===== config.mk =====
export PLATFORM = sky130hd
export DESIGN_NAME = scale_coord_gen_flat
export DESIGN_NICKNAME = d
export VERILOG_FILES = /design/src/rtl/scale_pkg.sv /design/src/rtl/scale_coord_gen_if.sv /design/src/rtl/scale_axis_acc.sv /design/src/rtl/scale_coord_gen.sv /design/src/flat_wrapper.sv
export SDC_FILE = /design/constraint.sdc
export NUM_CORES = 1
export LEC_CHECK = 0
export CORE_MARGIN = 2
export CORE_UTILIZATION = 60
export DETAILED_ROUTE_END_ITERATION = 6
export PLACE_DENSITY_LB_ADDON = 0.08
export SKIP_CTS_REPAIR_TIMING = 1
export SYNTH_ARGS = -nofsm -noshare
export SYNTH_HDL_FRONTEND = slang
export SYNTH_SLANG_ARGS = --single-unit

===== constraint.sdc =====
create_clock -name clk -period 6.6 [get_ports clk]
set_input_delay 1.65 -clock clk [delete_from_list [all_inputs] [get_ports clk]]
set_output_delay 1.65 -clock clk [all_outputs]
set_load 0.03 [all_outputs]

===== src/rtl/scale_pkg.sv =====
// rtl/scale_pkg.sv - shared widths, state encoding and constants for the coordinate generator
package scale_pkg;
  localparam int AW   = 11;
  localparam int KW   = 16;
  localparam int FW   = 8;
  localparam int ACCW = AW + KW;

  localparam logic [KW-1:0] K_UNITY = 16'd256;

  typedef enum logic [1:0] {
    ST_IDLE = 2'd0,
    ST_RUN  = 2'd1,
    ST_DONE = 2'd2
  } state_e;
endpackage


===== src/rtl/scale_coord_gen_if.sv =====
// rtl/scale_coord_gen_if.sv - frame parameters in, coordinate stream out
interface scale_coord_gen_if;
  import scale_pkg::*;

  logic          frame_start;
  logic [AW-1:0] t_width;
  logic [AW-1:0] t_height;
  logic [AW-1:0] s_width;
  logic [AW-1:0] s_height;
  logic [KW-1:0] h_scale_k;
  logic [KW-1:0] v_scale_k;
  logic          coord_valid;
  logic          coord_ready;
  logic [AW-1:0] dst_x;
  logic [AW-1:0] dst_y;
  logic [AW-1:0] src_x;
  logic [AW-1:0] src_y;
  logic [FW-1:0] frac_x;
  logic [FW-1:0] frac_y;
  logic          line_end;
  logic          frame_end;
  logic          frame_done;
  logic          busy;

  modport slave (
    input  frame_start, t_width, t_height, s_width, s_height, h_scale_k, v_scale_k, coord_ready,
    output coord_valid, dst_x, dst_y, src_x, src_y, frac_x, frac_y,
           line_end, frame_end, frame_done, busy
  );

  modport master (
    output frame_start, t_width, t_height, s_width, s_height, h_scale_k, v_scale_k, coord_ready,
    input  coord_valid, dst_x, dst_y, src_x, src_y, frac_x, frac_y,
           line_end, frame_end, frame_done, busy
  );
endinterface


===== src/rtl/scale_axis_acc.sv =====
// rtl/scale_axis_acc.sv - one axis: 8.8 step accumulator with integer/fraction split and source clamp
module scale_axis_acc
  import scale_pkg::*;
(
  input  logic          clk,
  input  logic          rst_n,
  input  logic          load_i,
  input  logic          clear_i,
  input  logic          step_i,
  input  logic [KW-1:0] k_i,
  input  logic [AW-1:0] s_size_i,
  output logic [AW-1:0] src_o,
  output logic [FW-1:0] frac_o
);
  logic [ACCW-1:0]    acc_q, acc_d;
  logic [KW-1:0]      k_q;
  logic [AW-1:0]      s_size_q;
  logic [AW-1:0]      s_max;
  logic [ACCW-FW-1:0] int_part;

  always_ff @(posedge clk or negedge rst_n) begin
    if (!rst_n) begin
      acc_q    <= '0;
      k_q      <= '0;
      s_size_q <= '0;
    end else begin
      acc_q <= acc_d;
      if (load_i) begin
        k_q      <= k_i;
        s_size_q <= s_size_i;
      end
    end
  end

  always_comb begin
    acc_d = acc_q;
    if (load_i || clear_i) acc_d = '0;
    else if (step_i)       acc_d = acc_q + ACCW'(k_q);
  end

  assign s_max    = s_size_q - AW'(1);
  assign int_part = acc_q[ACCW-1:FW];

  // Past the last source pixel there is no right/bottom neighbour, so weight collapses to zero.
  always_comb begin
    src_o  = int_part[AW-1:0];
    frac_o = acc_q[FW-1:0];
    if (s_size_q == '0) begin
      src_o  = '0;
      frac_o = '0;
    end else if (int_part > {{(ACCW-FW-AW){1'b0}}, s_max}) begin
      src_o  = s_max;
      frac_o = '0;
    end
  end
endmodule


===== src/rtl/scale_coord_gen.sv =====
// rtl/scale_coord_gen.sv - raster walker over the target frame emitting clamped source coordinates
module scale_coord_gen
  import scale_pkg::*;
(
  input  logic              clk,
  input  logic              rst_n,
  scale_coord_gen_if.slave  sif
);
  state_e        state_q, state_d;
  logic [AW-1:0] t_w_q, t_h_q;
  logic [AW-1:0] dst_x_q, dst_x_d;
  logic [AW-1:0] dst_y_q, dst_y_d;
  logic          fs_ok, run, xfer, line_end_w, frame_end_w;

  // A restart takes priority over a transfer landing in the same cycle.
  assign fs_ok       = sif.frame_start && (sif.t_width != '0) && (sif.t_height != '0);
  assign run         = (state_q == ST_RUN);
  assign xfer        = run && sif.coord_ready && !fs_ok;
  assign line_end_w  = (dst_x_q == t_w_q - AW'(1));
  assign frame_end_w = line_end_w && (dst_y_q == t_h_q - AW'(1));

  always_ff @(posedge clk or negedge rst_n) begin
    if (!rst_n) begin
      state_q <= ST_IDLE;
      t_w_q   <= '0;
      t_h_q   <= '0;
      dst_x_q <= '0;
      dst_y_q <= '0;
    end else begin
      state_q <= state_d;
      dst_x_q <= dst_x_d;
      dst_y_q <= dst_y_d;
      if (fs_ok) begin
        t_w_q <= sif.t_width;
        t_h_q <= sif.t_height;
      end
    end
  end

  always_comb begin
    state_d = state_q;
    dst_x_d = dst_x_q;
    dst_y_d = dst_y_q;
    case (state_q)
      ST_IDLE: if (fs_ok) state_d = ST_RUN;
      ST_RUN: begin
        if (fs_ok)                    state_d = ST_RUN;
        else if (xfer && frame_end_w) state_d = ST_DONE;
      end
      ST_DONE: state_d = fs_ok ? ST_RUN : ST_IDLE;
      default: state_d = ST_IDLE;
    endcase
    if (fs_ok) begin
      dst_x_d = '0;
      dst_y_d = '0;
    end else if (xfer) begin
      if (line_end_w) begin
        dst_x_d = '0;
        dst_y_d = frame_end_w ? '0 : dst_y_q + AW'(1);
      end else begin
        dst_x_d = dst_x_q + AW'(1);
      end
    end
  end

  scale_axis_acc u_acc_x (
    .clk      (clk),
    .rst_n    (rst_n),
    .load_i   (fs_ok),
    .clear_i  (xfer && line_end_w),
    .step_i   (xfer && !line_end_w),
    .k_i      (sif.h_scale_k),
    .s_size_i (sif.s_width),
    .src_o    (sif.src_x),
    .frac_o   (sif.frac_x)
  );

  scale_axis_acc u_acc_y (
    .clk      (clk),
    .rst_n    (rst_n),
    .load_i   (fs_ok),
    .clear_i  (xfer && frame_end_w),
    .step_i   (xfer && line_end_w && !frame_end_w),
    .k_i      (sif.v_scale_k),
    .s_size_i (sif.s_height),
    .src_o    (sif.src_y),
    .frac_o   (sif.frac_y)
  );

  assign sif.coord_valid = run;
  assign sif.busy        = run;
  assign sif.frame_done  = (state_q == ST_DONE);
  assign sif.line_end    = run && line_end_w;
  assign sif.frame_end   = run && frame_end_w;
  assign sif.dst_x       = dst_x_q;
  assign sif.dst_y       = dst_y_q;
endmodule


===== src/flat_wrapper.sv =====
// flat-port wrapper written by rule: the top's interface ports become plain ports
module scale_coord_gen_flat import scale_pkg::*;
  (clk, rst_n, sif_frame_start, sif_t_width, sif_t_height, sif_s_width, sif_s_height, sif_h_scale_k, sif_v_scale_k, sif_coord_ready, sif_coord_valid, sif_dst_x, sif_dst_y, sif_src_x, sif_src_y, sif_frac_x, sif_frac_y, sif_line_end, sif_frame_end, sif_frame_done, sif_busy);
  scale_coord_gen_if sif_i ();
  input  logic clk;
  input  logic rst_n;
  input wire logic [$bits(sif_i.frame_start)-1:0] sif_frame_start;
  input wire logic [$bits(sif_i.t_width)-1:0] sif_t_width;
  input wire logic [$bits(sif_i.t_height)-1:0] sif_t_height;
  input wire logic [$bits(sif_i.s_width)-1:0] sif_s_width;
  input wire logic [$bits(sif_i.s_height)-1:0] sif_s_height;
  input wire logic [$bits(sif_i.h_scale_k)-1:0] sif_h_scale_k;
  input wire logic [$bits(sif_i.v_scale_k)-1:0] sif_v_scale_k;
  input wire logic [$bits(sif_i.coord_ready)-1:0] sif_coord_ready;
  output wire logic [$bits(sif_i.coord_valid)-1:0] sif_coord_valid;
  output wire logic [$bits(sif_i.dst_x)-1:0] sif_dst_x;
  output wire logic [$bits(sif_i.dst_y)-1:0] sif_dst_y;
  output wire logic [$bits(sif_i.src_x)-1:0] sif_src_x;
  output wire logic [$bits(sif_i.src_y)-1:0] sif_src_y;
  output wire logic [$bits(sif_i.frac_x)-1:0] sif_frac_x;
  output wire logic [$bits(sif_i.frac_y)-1:0] sif_frac_y;
  output wire logic [$bits(sif_i.line_end)-1:0] sif_line_end;
  output wire logic [$bits(sif_i.frame_end)-1:0] sif_frame_end;
  output wire logic [$bits(sif_i.frame_done)-1:0] sif_frame_done;
  output wire logic [$bits(sif_i.busy)-1:0] sif_busy;
  assign sif_i.frame_start = sif_frame_start;
  assign sif_i.t_width = sif_t_width;
  assign sif_i.t_height = sif_t_height;
  assign sif_i.s_width = sif_s_width;
  assign sif_i.s_height = sif_s_height;
  assign sif_i.h_scale_k = sif_h_scale_k;
  assign sif_i.v_scale_k = sif_v_scale_k;
  assign sif_i.coord_ready = sif_coord_ready;
  assign sif_coord_valid = sif_i.coord_valid;
  assign sif_dst_x = sif_i.dst_x;
  assign sif_dst_y = sif_i.dst_y;
  assign sif_src_x = sif_i.src_x;
  assign sif_src_y = sif_i.src_y;
  assign sif_frac_x = sif_i.frac_x;
  assign sif_frac_y = sif_i.frac_y;
  assign sif_line_end = sif_i.line_end;
  assign sif_frame_end = sif_i.frame_end;
  assign sif_frame_done = sif_i.frame_done;
  assign sif_busy = sif_i.busy;
  scale_coord_gen u_core (.clk(clk), .rst_n(rst_n), .sif(sif_i));
endmodule

==> qor_table.md <==
| Metric | Reported | Unit |
|---|---|---|
| Post-Syn Nets | 1314 | - |
| Leading cell type in the layout, fill and taps excluded | nand2_1 | - |
| Leading register cell type out of synthesis | dfrtp_1 | - |
| FF/Latch Area | 3850 | µm² |
| Number of flops mapped to enable cells by yosys | 0 | - |
| Height of the chip | 134 | µm |
| Worst Max-Slew Pin Slew | 1.11 | ns |
| Maximum clock skew at final layout | 0.0106 | ns |
| Highest net fanout along the worst path | 13 | - |
| Detailed-router iteration count before antenna repair | 5 | - |
| Register bit count reported by yosys | 154 | - |
| Mean cell area of the mapped netlist | 8.70 | µm² |
| Number of standard cells in the layout, taps in and fillers out | 1521 | - |
| DP Area | 11700 | µm² |
| Endpoints failing setup | 0 | - |
| Hold Path Class | reg2reg | - |
| Largest family of logic cells by synthesized area | simple AND/OR/NAND/NOR gates | - |
| Mux contribution to synthesized area | 0.00627 | - |
| Width of the chip | 134 | µm |
| Count of nets after finishing | 1432 | - |
| Via/cell ratio | 6.07 | - |
| Sort of element at the end of the critical path | output pin | - |
| Number of CTS-inserted buffers | 17 | - |
| Post-synthesis cell type count | 72 | - |
| Cell leakage power | 5.43 | nW |
| Worst supply voltage drop on vdd | 0.184 | mV |
| Worst slew margin relative to its limit | 0.254 | - |
| Worst EP arrival | 4.81 | ns |
| Power consumption | 3.10 | mW |
| Average wire per cell in the routed design | 17.1 | µm |
| Multi-input gate area | 5960 | µm² |
| Clock tree root buffer cell | clkbuf_16 | - |
| WS Path Type | reg2out | - |
| Final setup slack of the worst path | 0.143 | ns |
| Dominant cell type by area after synthesis | dfrtp_1 | - |
| Clk Latency, worst-skew pair | 0.43 | ns |
| Die ar. | 18000 | µm² |
| Category of the worst setup path launch point | flip-flop | - |
| Number of global-route vias before repair | 8804 | - |
| Detailed placer's ending HPWL | 18.1 | mm |
| Total inserted antenna cells | 0 | - |
| Warning count from the yosys run | 0 | - |
| Largest net degree at the start of global routing | 100 | - |
| Sequential share of the synthesized area | 0.379 | - |
| Fraction of registers with async set or reset after synthesis | 1.00 | - |
| Final hold vios | 0 | - |
| Fraction of the cycle the final worst path needs | 0.978 | - |
| # Max-Cap Violations | 0 | - |
| Setup Total Neg Slack | 0 | ns |
| Gpl congestion | 0.911 | - |
| Fraction of the mapped netlist area in compound gates | 0.188 | - |
| Shortest period the worst path allows | 6.46 | ns |
| Buffer depth of the longest clock path | 2 | - |
| Count of input and output buffers | 144 | - |
| Fillers | 1282 | - |
| Global-route wire length before repair | 42.7 | mm |
| Area Growth Syn to Fin | 20.7 | % |
| Core area | 16600 | µm² |
| All-layer global routing usage | 0.291 | - |
| Main area contributors after synthesis | dfrtp_1, nand2_1, ha_1 | - |
| Setup repair after global routing missed its margin | false | - |
| Routed vias | 9227 | - |
| Top-level port count | 145 | - |
| Worst slack at placement | 0.717 | ns |
| Top-area cell type share of the netlist area | 0.379 | - |
| WP data required | 4.95 | ns |
| Post-placement cell count | 1489 | - |
| Share of post-route cells with drive strength above 1 | 0.0523 | - |
| Number of levels the H-tree was split into | 4 | - |
| Grt ovf | 0 | - |
| Antenna violations before repair | 0 | - |
| Antenna-violating nets left | 0 | - |
| Number of cell rows | 47 | - |
| # DRC | 0 | - |
| Synth Area in Adders | 0.0802 | - |
| Initial DRC Count | 597 | - |
| Post-route design area | 12300 | µm² |
| Starting density of the core | 0.614 | - |
| Basic-gate share of the synthesized area counting and, or, nand and nor cells | 0.241 | - |
| Power density over cell area | 252 | nW/µm² |
| Top library cells by usage in the layout, fill and taps aside | nand2_1, dfrtp_1, clkdlybuf4s50_1 | - |
| Routed Wire Length | 25.9 | mm |
| Sinks on the clock net | 154 | - |
| CTS tree | yes | - |
| Highest Clock Rate | 155 | MHz |
| Clock edge transition at the registers on the reported setup and hold paths | 0.07 | ns |
| Instance count of the mapped netlist | 1170 | - |
| Final number of max-transition violations | 0 | - |
| Post-synthesis share of cell area spent on xor and xnor gates | 0.0688 | - |
| Run status | complete, no violations | - |
| Post-synth design cell area | 10200 | µm² |
-- area by class of cell --
class,instances,area share
Clock buffer,19,0.0361
Inverter,29,0.00886
Clock inverter,13,0.0118
Sequential cell,154,0.314
Tap cell,220,0.0224
Multi-Input combinational cell,935,0.485
Timing Repair Buffer,151,0.122
-- stage by stage --
stage                     hold slack, ns   util
after detailed placement           0.468  0.705
after global routing               0.511  0.741
after CTS                          0.485  0.741
after global placement             0.463  0.705
final                              0.479  0.741
after floorplan                    0.450      -
-- synth_stat cells, drive strengths merged (7+ instances only) --
master and instances:
a211oi 50, a21o 17, a21oi 58, a22o 19, a31oi 14, and2 7, and3 23, buf 18
clkbuf 34, dfrtp 154, ha 62, inv 29, nand2 261, nand3 34, nand4 16, nor2 42
nor2b 7, nor3 28, nor3b 12, nor4 19, o211ai 10, o21ai 50, o31ai 22, or3 23
or4 11, xnor2 45, xor2 35
-- logic make-up after synthesis --
logic type | Yosys count
mux | 6
simple gates | 510
xor+xnor | 80
buf+inv | 81
flops | 154
fa+ha+maj | 64
compound gates | 275
-- power by group --
group	internal, mW	switching [mW]	total (mW)
registers	1.02	0.101	1.13
clock network	0.570	0.409	0.979
logic	0.426	0.571	0.996
total	2.02	1.08	3.10
-- critical path: stages (launching register included) --
cell,delay (ns)
dfrtp_1,0.40
or4_1,0.61
nor4_1,0.29
xnor2_1,0.20
ha_1,0.29
a21o_1,0.19
a21o_1,0.18
a21o_1,0.18
nor2_1,0.09
o211ai_1,0.38
a21oi_1,0.67
and3_1,0.24
clkdlybuf4s50_1,0.66
-- routing by layer --
layer | global-route usage | wire (µm) | vias up | part of all wire
met5 | 0 | 0 | - | 0
met4 | 0.0789 | 277 | 0 | 0.011
met3 | 0.0605 | 1420 | 27 | 0.055
met2 | 0.485 | 12500 | 272 | 0.48
met1 | 0.389 | 11700 | 4458 | 0.45
li1 | - | - | 4470 | -
-- flip-flops by register name (all words and copies together) (netlist names) --
signal and count:
u_core.u_acc_x.acc_q 27, u_core.u_acc_y.acc_q 27, u_core.u_acc_x.k_q 16, u_core.u_acc_y.k_q 16, u_core.sif.dst_x 11, u_core.sif.dst_y 11
u_core.t_h_q 11, u_core.t_w_q 11, u_core.u_acc_x.s_size_q 11, u_core.u_acc_y.s_size_q 11, u_core.state_q 2
-- worst paths after layout --
check	from	end	slack, ns	depth (start not counted)
worst max-delay path	u_core.u_acc_y.s_size_q[5]$_DFFE_PN0P_	sif_frac_y[2]	0.14	12
worst min-delay path	u_core.u_acc_x.k_q[5]$_DFFE_PN0P_	u_core.u_acc_x.k_q[5]$_DFFE_PN0P_	0.48	2
worst max register to register	u_core.t_h_q[0]$_DFFE_PN0P_	u_core.u_acc_y.acc_q[21]$_DFFE_PN0P_	2.82	9
worst min register to register	u_core.u_acc_x.k_q[5]$_DFFE_PN0P_	u_core.u_acc_x.k_q[5]$_DFFE_PN0P_	0.48	2
max in group asynchronous	rst_n	u_core.t_h_q[5]$_DFFE_PN0P_	4.03	2
min in group asynchronous	rst_n	u_core.sif.dst_x[4]$_DFFE_PN0P_	1.29	1
Note: power is estimated with default switching activity, not from simulation.
